<file path="src/rtl/rv_ctrl_pkg.sv">
// rtl/rv_ctrl_pkg.sv - shared RV32I control encodings, control bundle and decode function
package rv_ctrl_pkg;

  localparam int ALU_SEL_W = 4;

  localparam logic [6:0] OP_R      = 7'b0110011;
  localparam logic [6:0] OP_I      = 7'b0010011;
  localparam logic [6:0] OP_LOAD   = 7'b0000011;
  localparam logic [6:0] OP_STORE  = 7'b0100011;
  localparam logic [6:0] OP_BRANCH = 7'b1100011;
  localparam logic [6:0] OP_JAL    = 7'b1101111;
  localparam logic [6:0] OP_JALR   = 7'b1100111;
  localparam logic [6:0] OP_LUI    = 7'b0110111;
  localparam logic [6:0] OP_AUIPC  = 7'b0010111;

  typedef enum logic [2:0] {IMM_I = 3'd0, IMM_S = 3'd1, IMM_B = 3'd2, IMM_U = 3'd3, IMM_J = 3'd4} imm_sel_e;
  typedef enum logic [1:0] {WB_MEM = 2'd0, WB_ALU = 2'd1, WB_PC4 = 2'd2} wb_sel_e;

  localparam logic [3:0] ALU_ADD    = 4'b0000;
  localparam logic [3:0] ALU_PASS_B = 4'b1111;

  typedef struct packed {
    logic       reg_wen;
    imm_sel_e   imm_sel;
    logic       alu_src1;
    logic       alu_src2;
    logic [3:0] alu_sel;
    logic       br_un;
    logic       mem_rw;
    logic       ld_u;
    wb_sel_e    wb_sel;
    logic       jump;
    logic       branch;
    logic [2:0] f3;
    logic       illegal;
  } ctrl_t;

  // Illegal encodings leave every field at zero so no write or redirect can leak out.
  function automatic ctrl_t decode(input logic [31:0] instr);
    ctrl_t c;
    logic [2:0] f3;
    f3 = instr[14:12];
    c = '0;
    if (instr[1:0] != 2'b11) begin
      c.illegal = 1'b1;
    end else begin
      case (instr[6:0])
        OP_R: begin
          c.reg_wen = 1'b1;
          c.alu_sel = {instr[30], f3};
          c.wb_sel  = WB_ALU;
        end
        OP_I: begin
          c.reg_wen  = 1'b1;
          c.imm_sel  = IMM_I;
          c.alu_src2 = 1'b1;
          c.alu_sel  = {(f3 == 3'b101) & instr[30], f3};
          c.wb_sel   = WB_ALU;
        end
        OP_LOAD: begin
          c.reg_wen  = 1'b1;
          c.imm_sel  = IMM_I;
          c.alu_src2 = 1'b1;
          c.alu_sel  = ALU_ADD;
          c.ld_u     = f3[2];
          c.wb_sel   = WB_MEM;
        end
        OP_STORE: begin
          c.imm_sel  = IMM_S;
          c.alu_src2 = 1'b1;
          c.mem_rw   = 1'b1;
          c.alu_sel  = ALU_ADD;
        end
        OP_BRANCH: begin
          if (f3[2:1] == 2'b01) begin
            c.illegal = 1'b1;
          end else begin
            c.imm_sel  = IMM_B;
            c.alu_src1 = 1'b1;
            c.alu_src2 = 1'b1;
            c.br_un    = f3[1];
            c.alu_sel  = ALU_ADD;
            c.branch   = 1'b1;
            c.f3       = f3;
          end
        end
        OP_JAL: begin
          c.reg_wen  = 1'b1;
          c.imm_sel  = IMM_J;
          c.alu_src1 = 1'b1;
          c.alu_src2 = 1'b1;
          c.wb_sel   = WB_PC4;
          c.jump     = 1'b1;
        end
        OP_JALR: begin
          if (f3 != 3'b000) begin
            c.illegal = 1'b1;
          end else begin
            c.reg_wen  = 1'b1;
            c.imm_sel  = IMM_I;
            c.alu_src2 = 1'b1;
            c.wb_sel   = WB_PC4;
            c.jump     = 1'b1;
          end
        end
        OP_LUI: begin
          c.reg_wen  = 1'b1;
          c.imm_sel  = IMM_U;
          c.alu_src2 = 1'b1;
          c.alu_sel  = ALU_PASS_B;
          c.wb_sel   = WB_ALU;
        end
        OP_AUIPC: begin
          c.reg_wen  = 1'b1;
          c.imm_sel  = IMM_U;
          c.alu_src1 = 1'b1;
          c.alu_src2 = 1'b1;
          c.alu_sel  = ALU_ADD;
          c.wb_sel   = WB_ALU;
        end
        default: c.illegal = 1'b1;
      endcase
    end
    return c;
  endfunction

endpackage

</file>
<file path="src/rtl/rv_branch_cond.sv">
// rtl/rv_branch_cond.sv - branch-taken evaluation from funct3 and comparator flags
module rv_branch_cond (
  input  logic [2:0] f3,
  input  logic       br_eq,
  input  logic       br_lt,
  output logic       taken
);

  always_comb begin
    taken = 1'b0;
    case (f3)
      3'b000:         taken = br_eq;
      3'b001:         taken = !br_eq;
      3'b100, 3'b110: taken = br_lt;
      3'b101, 3'b111: taken = !br_lt;
      default:        taken = 1'b0;
    endcase
  end

endmodule

</file>
<file path="src/rtl/decode_ctrl_stage.sv">
// rtl/decode_ctrl_stage.sv - registered RV32I decode/control stage with handshake, flush and branch resolution
module decode_ctrl_stage #(
  parameter int   XLEN         = 32,
  parameter int   ALU_SEL_W    = 4,
  parameter logic RESET_PC_SEL = 1'b0
) (
  input  logic                 clk,
  input  logic                 rst,
  input  logic                 in_valid,
  output logic                 in_ready,
  input  logic [XLEN-1:0]      instr,
  input  logic                 flush,
  output logic                 out_valid,
  input  logic                 out_ready,
  input  logic                 br_eq,
  input  logic                 br_lt,
  output logic                 reg_wen,
  output logic [2:0]           imm_sel,
  output logic                 alu_src1,
  output logic                 alu_src2,
  output logic [ALU_SEL_W-1:0] alu_sel,
  output logic                 br_un,
  output logic                 mem_rw,
  output logic                 ld_u,
  output logic [1:0]           wb_sel,
  output logic                 pc_sel,
  output logic                 illegal,
  output logic                 fault_sticky
);
  import rv_ctrl_pkg::*;

  ctrl_t held;
  ctrl_t dec;
  logic  accept;
  logic  taken;

  assign in_ready = !out_valid | out_ready;
  assign accept   = in_valid & in_ready;
  assign dec      = decode(instr);

  // Flush wins over an accept in the same cycle: nothing is loaded and no fault is recorded.
  always_ff @(posedge clk or posedge rst) begin
    if (rst) begin
      out_valid    <= 1'b0;
      held         <= '0;
      fault_sticky <= 1'b0;
    end else if (flush) begin
      out_valid <= 1'b0;
    end else if (accept) begin
      out_valid <= 1'b1;
      held      <= dec;
      if (dec.illegal) fault_sticky <= 1'b1;
    end else if (out_ready) begin
      out_valid <= 1'b0;
    end
  end

  rv_branch_cond u_branch_cond (
    .f3    (held.f3),
    .br_eq (br_eq),
    .br_lt (br_lt),
    .taken (taken)
  );

  assign pc_sel   = out_valid ? (!held.illegal & (held.jump | (held.branch & taken))) : RESET_PC_SEL;
  assign reg_wen  = held.reg_wen;
  assign imm_sel  = held.imm_sel;
  assign alu_src1 = held.alu_src1;
  assign alu_src2 = held.alu_src2;
  assign alu_sel  = ALU_SEL_W'(held.alu_sel);
  assign br_un    = held.br_un;
  assign mem_rw   = held.mem_rw;
  assign ld_u     = held.ld_u;
  assign wb_sel   = held.wb_sel;
  assign illegal  = held.illegal;

endmodule
</file>
<file path="config.mk">
export PLATFORM = sky130hd
export DESIGN_NAME = decode_ctrl_stage
export DESIGN_NICKNAME = d
export VERILOG_FILES = /design/src/rtl/rv_ctrl_pkg.sv /design/src/rtl/rv_branch_cond.sv /design/src/rtl/decode_ctrl_stage.sv
export SDC_FILE = /design/constraint.sdc
export NUM_CORES = 1
export LEC_CHECK = 0
export CAP_MARGIN = 20
export CORE_MARGIN = 2
export CORE_UTILIZATION = 50
export CTS_BUF_LIST = sky130_fd_sc_hd__clkbuf_2
export DETAILED_ROUTE_END_ITERATION = 16
export DONT_BUFFER_PORTS = 1
export PLACE_DENSITY = 0.71
export SLEW_MARGIN = 15
export SYNTH_ARGS = -nofsm -noshare
export SYNTH_HDL_FRONTEND = slang
export SYNTH_HIERARCHICAL = 1
export SYNTH_SLANG_ARGS = --single-unit
</file>
<file path="constraint.sdc">
create_clock -name clk -period 2 [get_ports clk]
set_input_delay 0.6 -clock clk [delete_from_list [all_inputs] [get_ports clk]]
set_output_delay 0.6 -clock clk [all_outputs]
set_load 0.01 [all_outputs]
</file>
==> reports/metrics.yaml <==
outcome: "complete, but fails checks"
violations: "negative setup slack"
track_usage: 0.181
ys_seq_area_frac: 0.435
dp_slack_ns: -0.126
cp.depth: 4
worstPathMaxFanout: 3
hold_path_class: "in -> async"
cp_num_buf_inv: 0
path_delay_family: "simple AND/OR/NAND/NOR gates"
internal_power_mw: 0.534
p_sw_mw: 0.188
period_share: 1.14
synthXorXnorAreaFrac: 0
synthSimpleGateAreaFrac: 0.242
endpoint: "pc_sel"
r2r_cells: 5
yosys-mux-area-fraction: 0.0494
synth_top_family_by_area: "simple AND/OR/NAND/NOR gates"
synth_area_um2: 1270
ys_types: 44
yosys.area_share.adder: 0
p_per_area_nw_per_um2: 561
place_congestion: 0.980
setup_viol: 1
finalHoldViolations: 0
worstPathArrival_ns: 1.68
ys_seq_elements: 22
cts_tree: "built"
worstPathRequired_ns: 1.40
numCtsBuffers: 3
viasPerCell: 6.01
insertion_delay_ns: 0.32
ys_top_cells_by_area: "dfrtp_1 (43%), nand2_1 (6.5%), buf_4 (5.9%), o31ai_1 (4.2%), mux2i_1 (3.2%)"
detail_route.iter0.violations: 10
synth-async-reset-ratio: 1.00
finalHoldWorstSlack_ns: 0.164
grt_overflow: 0
clock_sinks: 22
fin_crit_ns: 2.28
yosysTopAreaCellShare: 0.435
yosys_warnings: 6
syn_avg_cell_area_um2: 9.24
totalWireLength_mm: 2.45
crit_slowest_cell: "dfrtp_1"
fin_util: 0.529
drcViolationCount: 0
setup_slack_ns: -0.283
drv_slew: 0
fill_cells: 230
vias: 961
grt_pass1_wl_mm: 3.81
startpoint: "held[2]"
worst_slew_pin_slew_ns: 0.406
routedWlPerCell_um: 15.3
reg2reg_slack_ns: 0.52
cts-root-buf: "clkbuf_2"
nets: 170
antenna_found_initial: 0
syn_inst: 137
max_freq_ghz: 0.438
dp_hpwl_mm: 1.89
areaGrowthSynthToFinish_pct: 1.68
cap_violations: 0
start_util: 0.521
ctsLongestPathBuffers: 2
maxSlewHeadroom: 0.727
firstDrtPassIters: 4
cp-end-kind: "output pin"
n_antenna_cell: 0
ant_nets: 0
critical_path.startpoint_type: "register"
grt_pass1_vias: 875
syn-num-nets: 176
die_h_um: 54.3
synth-edff-count: 0
ioPinCount: 59
skew_ns: 0.00297
ir_drop_mv: 0.362
p_leak_nw: 0.559
slowest_delay_ns: 0.43
switching_share: 0.261
r2r_end: "alu_sel[0]"
drive_above_1_share: 0.169
rsz0062_at_grt: "true"
die_w_um: 54.3
synth_largest_area_cell: "dfrtp_1"
htreeDepth: 1
path_clk_slew_ns: 0.19
rr_startpoint: "out_valid"
crit_chain: "or3_4, a32oi_2, a21oi_2, nor3b_2"
die_area_um2: 2950
num_rows: 18
p_comb_frac: 0.115
synth_ff_type: "dfrtp_1"
grt_max_degree: 23
core_um2: 2430
synth_compound_area_frac: 0.173
clock_power_share: 0.238
worstSetupPathType: "reg -> out"
port_buffers: 0
power_frac_seq: 0.647
-- cell usage in the layout, fill, tap and decap left out, types with 3 or more instances in the layout --
cell / Yosys / layout
o21ai_0: 3 / 3
a21oi_1: 7 / 6
or3_1: 4 / 3
mux2i_1: 4 / 4
buf_4: 10 / 5
dfrtp_1: 22 / 22
o31ai_1: 7 / 7
nor2_1: 7 / 7
clkbuf_2: 0 / 3
inv_1: 6 / 6
nand2_1: 22 / 22
-- worst min path at each step --
| stage | from | to |
|---|---|---|
| floorplan | held[5] | held[5] |
| detailed placement | held[5] | held[5] |
| CTS | rst | held[3] |
| global placement | held[5] | held[5] |
| finish | rst | mem_rw |
| global route | rst | alu_sel[0] |
-- timing repair --
| action | CTS | global route |
|---|---|---|
| setup endpoints to repair | 1 | 1 |
| gates cloned | 0 | 0 |
| hold buffers | 0 | 0 |
| pin swaps | 4 | 3 |
| gates resized for setup | 0 | 4 |
| setup buffers | 2 | 0 |
-- per-layer routing --
| layer | global-route usage | wire (um) | up-vias |
|---|---|---|---|
| met5 | 0 | 0 | - |
| met4 | 0.0792 | 14 | 0 |
| met3 | 0.0546 | 223 | 2 |
| met2 | 0.279 | 1170 | 47 |
| met1 | 0.232 | 1040 | 445 |
| li1 | - | - | 467 |
-- state kept, by name, summed over array words and instances, names as in the netlist --
register / count
alu_sel: 4
alu_src1: 1
alu_src2: 1
fault_sticky: 1
held: 5
illegal: 1
imm_sel: 3
ld_u: 1
mem_rw: 1
out_valid: 1
reg_wen: 1
wb_sel: 2
-- cells in the mapped netlist, types with 2 or more instances --
cell type,number
nand3_1,2
buf_2,3
or3_1,4
nor2b_1,2
o31ai_1,7
nor3b_1,2
inv_1,6
a21oi_1,7
mux2i_1,4
nor3_1,2
dfrtp_1,22
mux2_2,2
clkbuf_1,3
a31o_2,2
buf_4,10
o21ai_0,3
nor2_1,7
o22ai_1,2
nand2_1,22
-- power groups by stage --
| stage | Combinational (mW) | Sequential, mW | Clock [mW] |
|---|---|---|---|
| final | 0.0830 | 0.468 | 0.172 |
| after global routing | 0.0926 | 0.470 | 0.207 |
| after CTS | 0.0821 | 0.468 | 0.176 |
| after detailed placement | 0.0814 | 0.476 | 0 |
| after global placement | 0.0799 | 0.476 | 0 |
| after floorplan | 0.0828 | 0.472 | 0 |
-- worst reg2reg max path: stages, from the launching register on --
cell,delay [ns]
dfrtp_1,0.47
nand2b_2,0.16
nand3_2,0.10
buf_4,0.21
buf_4,0.21
o31ai_1,0.26
-- cell families after synthesis --
| family | Yosys count |
|---|---|
| DFF | 22 |
| muxes | 6 |
| AOI/OAI and AO/OA | 31 |
| and+or+nand+nor | 55 |
| buffers and inverters | 23 |
-- final cells by class --
type / instances / area (um^2) / area share
timing repair buffer: 6 / 48.8 / 0.0379
multi-input combinational: 92 / 609 / 0.473
sequential: 22 / 551 / 0.428
clock buffer: 3 / 15.0 / 0.0117
inverter: 6 / 22.5 / 0.0175
clock inverter: 1 / 3.75 / 0.00292
tap: 30 / 37.5 / 0.0292
-- stage by stage --
stage          setup TNS, ns  instances  cell area, um^2  total power, mW
3_3_place_gp         -0.0849        154             1230            0.556
4_1_cts               -0.353        160             1270            0.727
6_report              -0.283        160             1290            0.723
2_1_floorplan              0        137             1270            0.555
3_5_place_dp          -0.126        154             1230            0.557
5_1_grt               -0.407        160             1290            0.770
(Power assumes the default switching activity.)
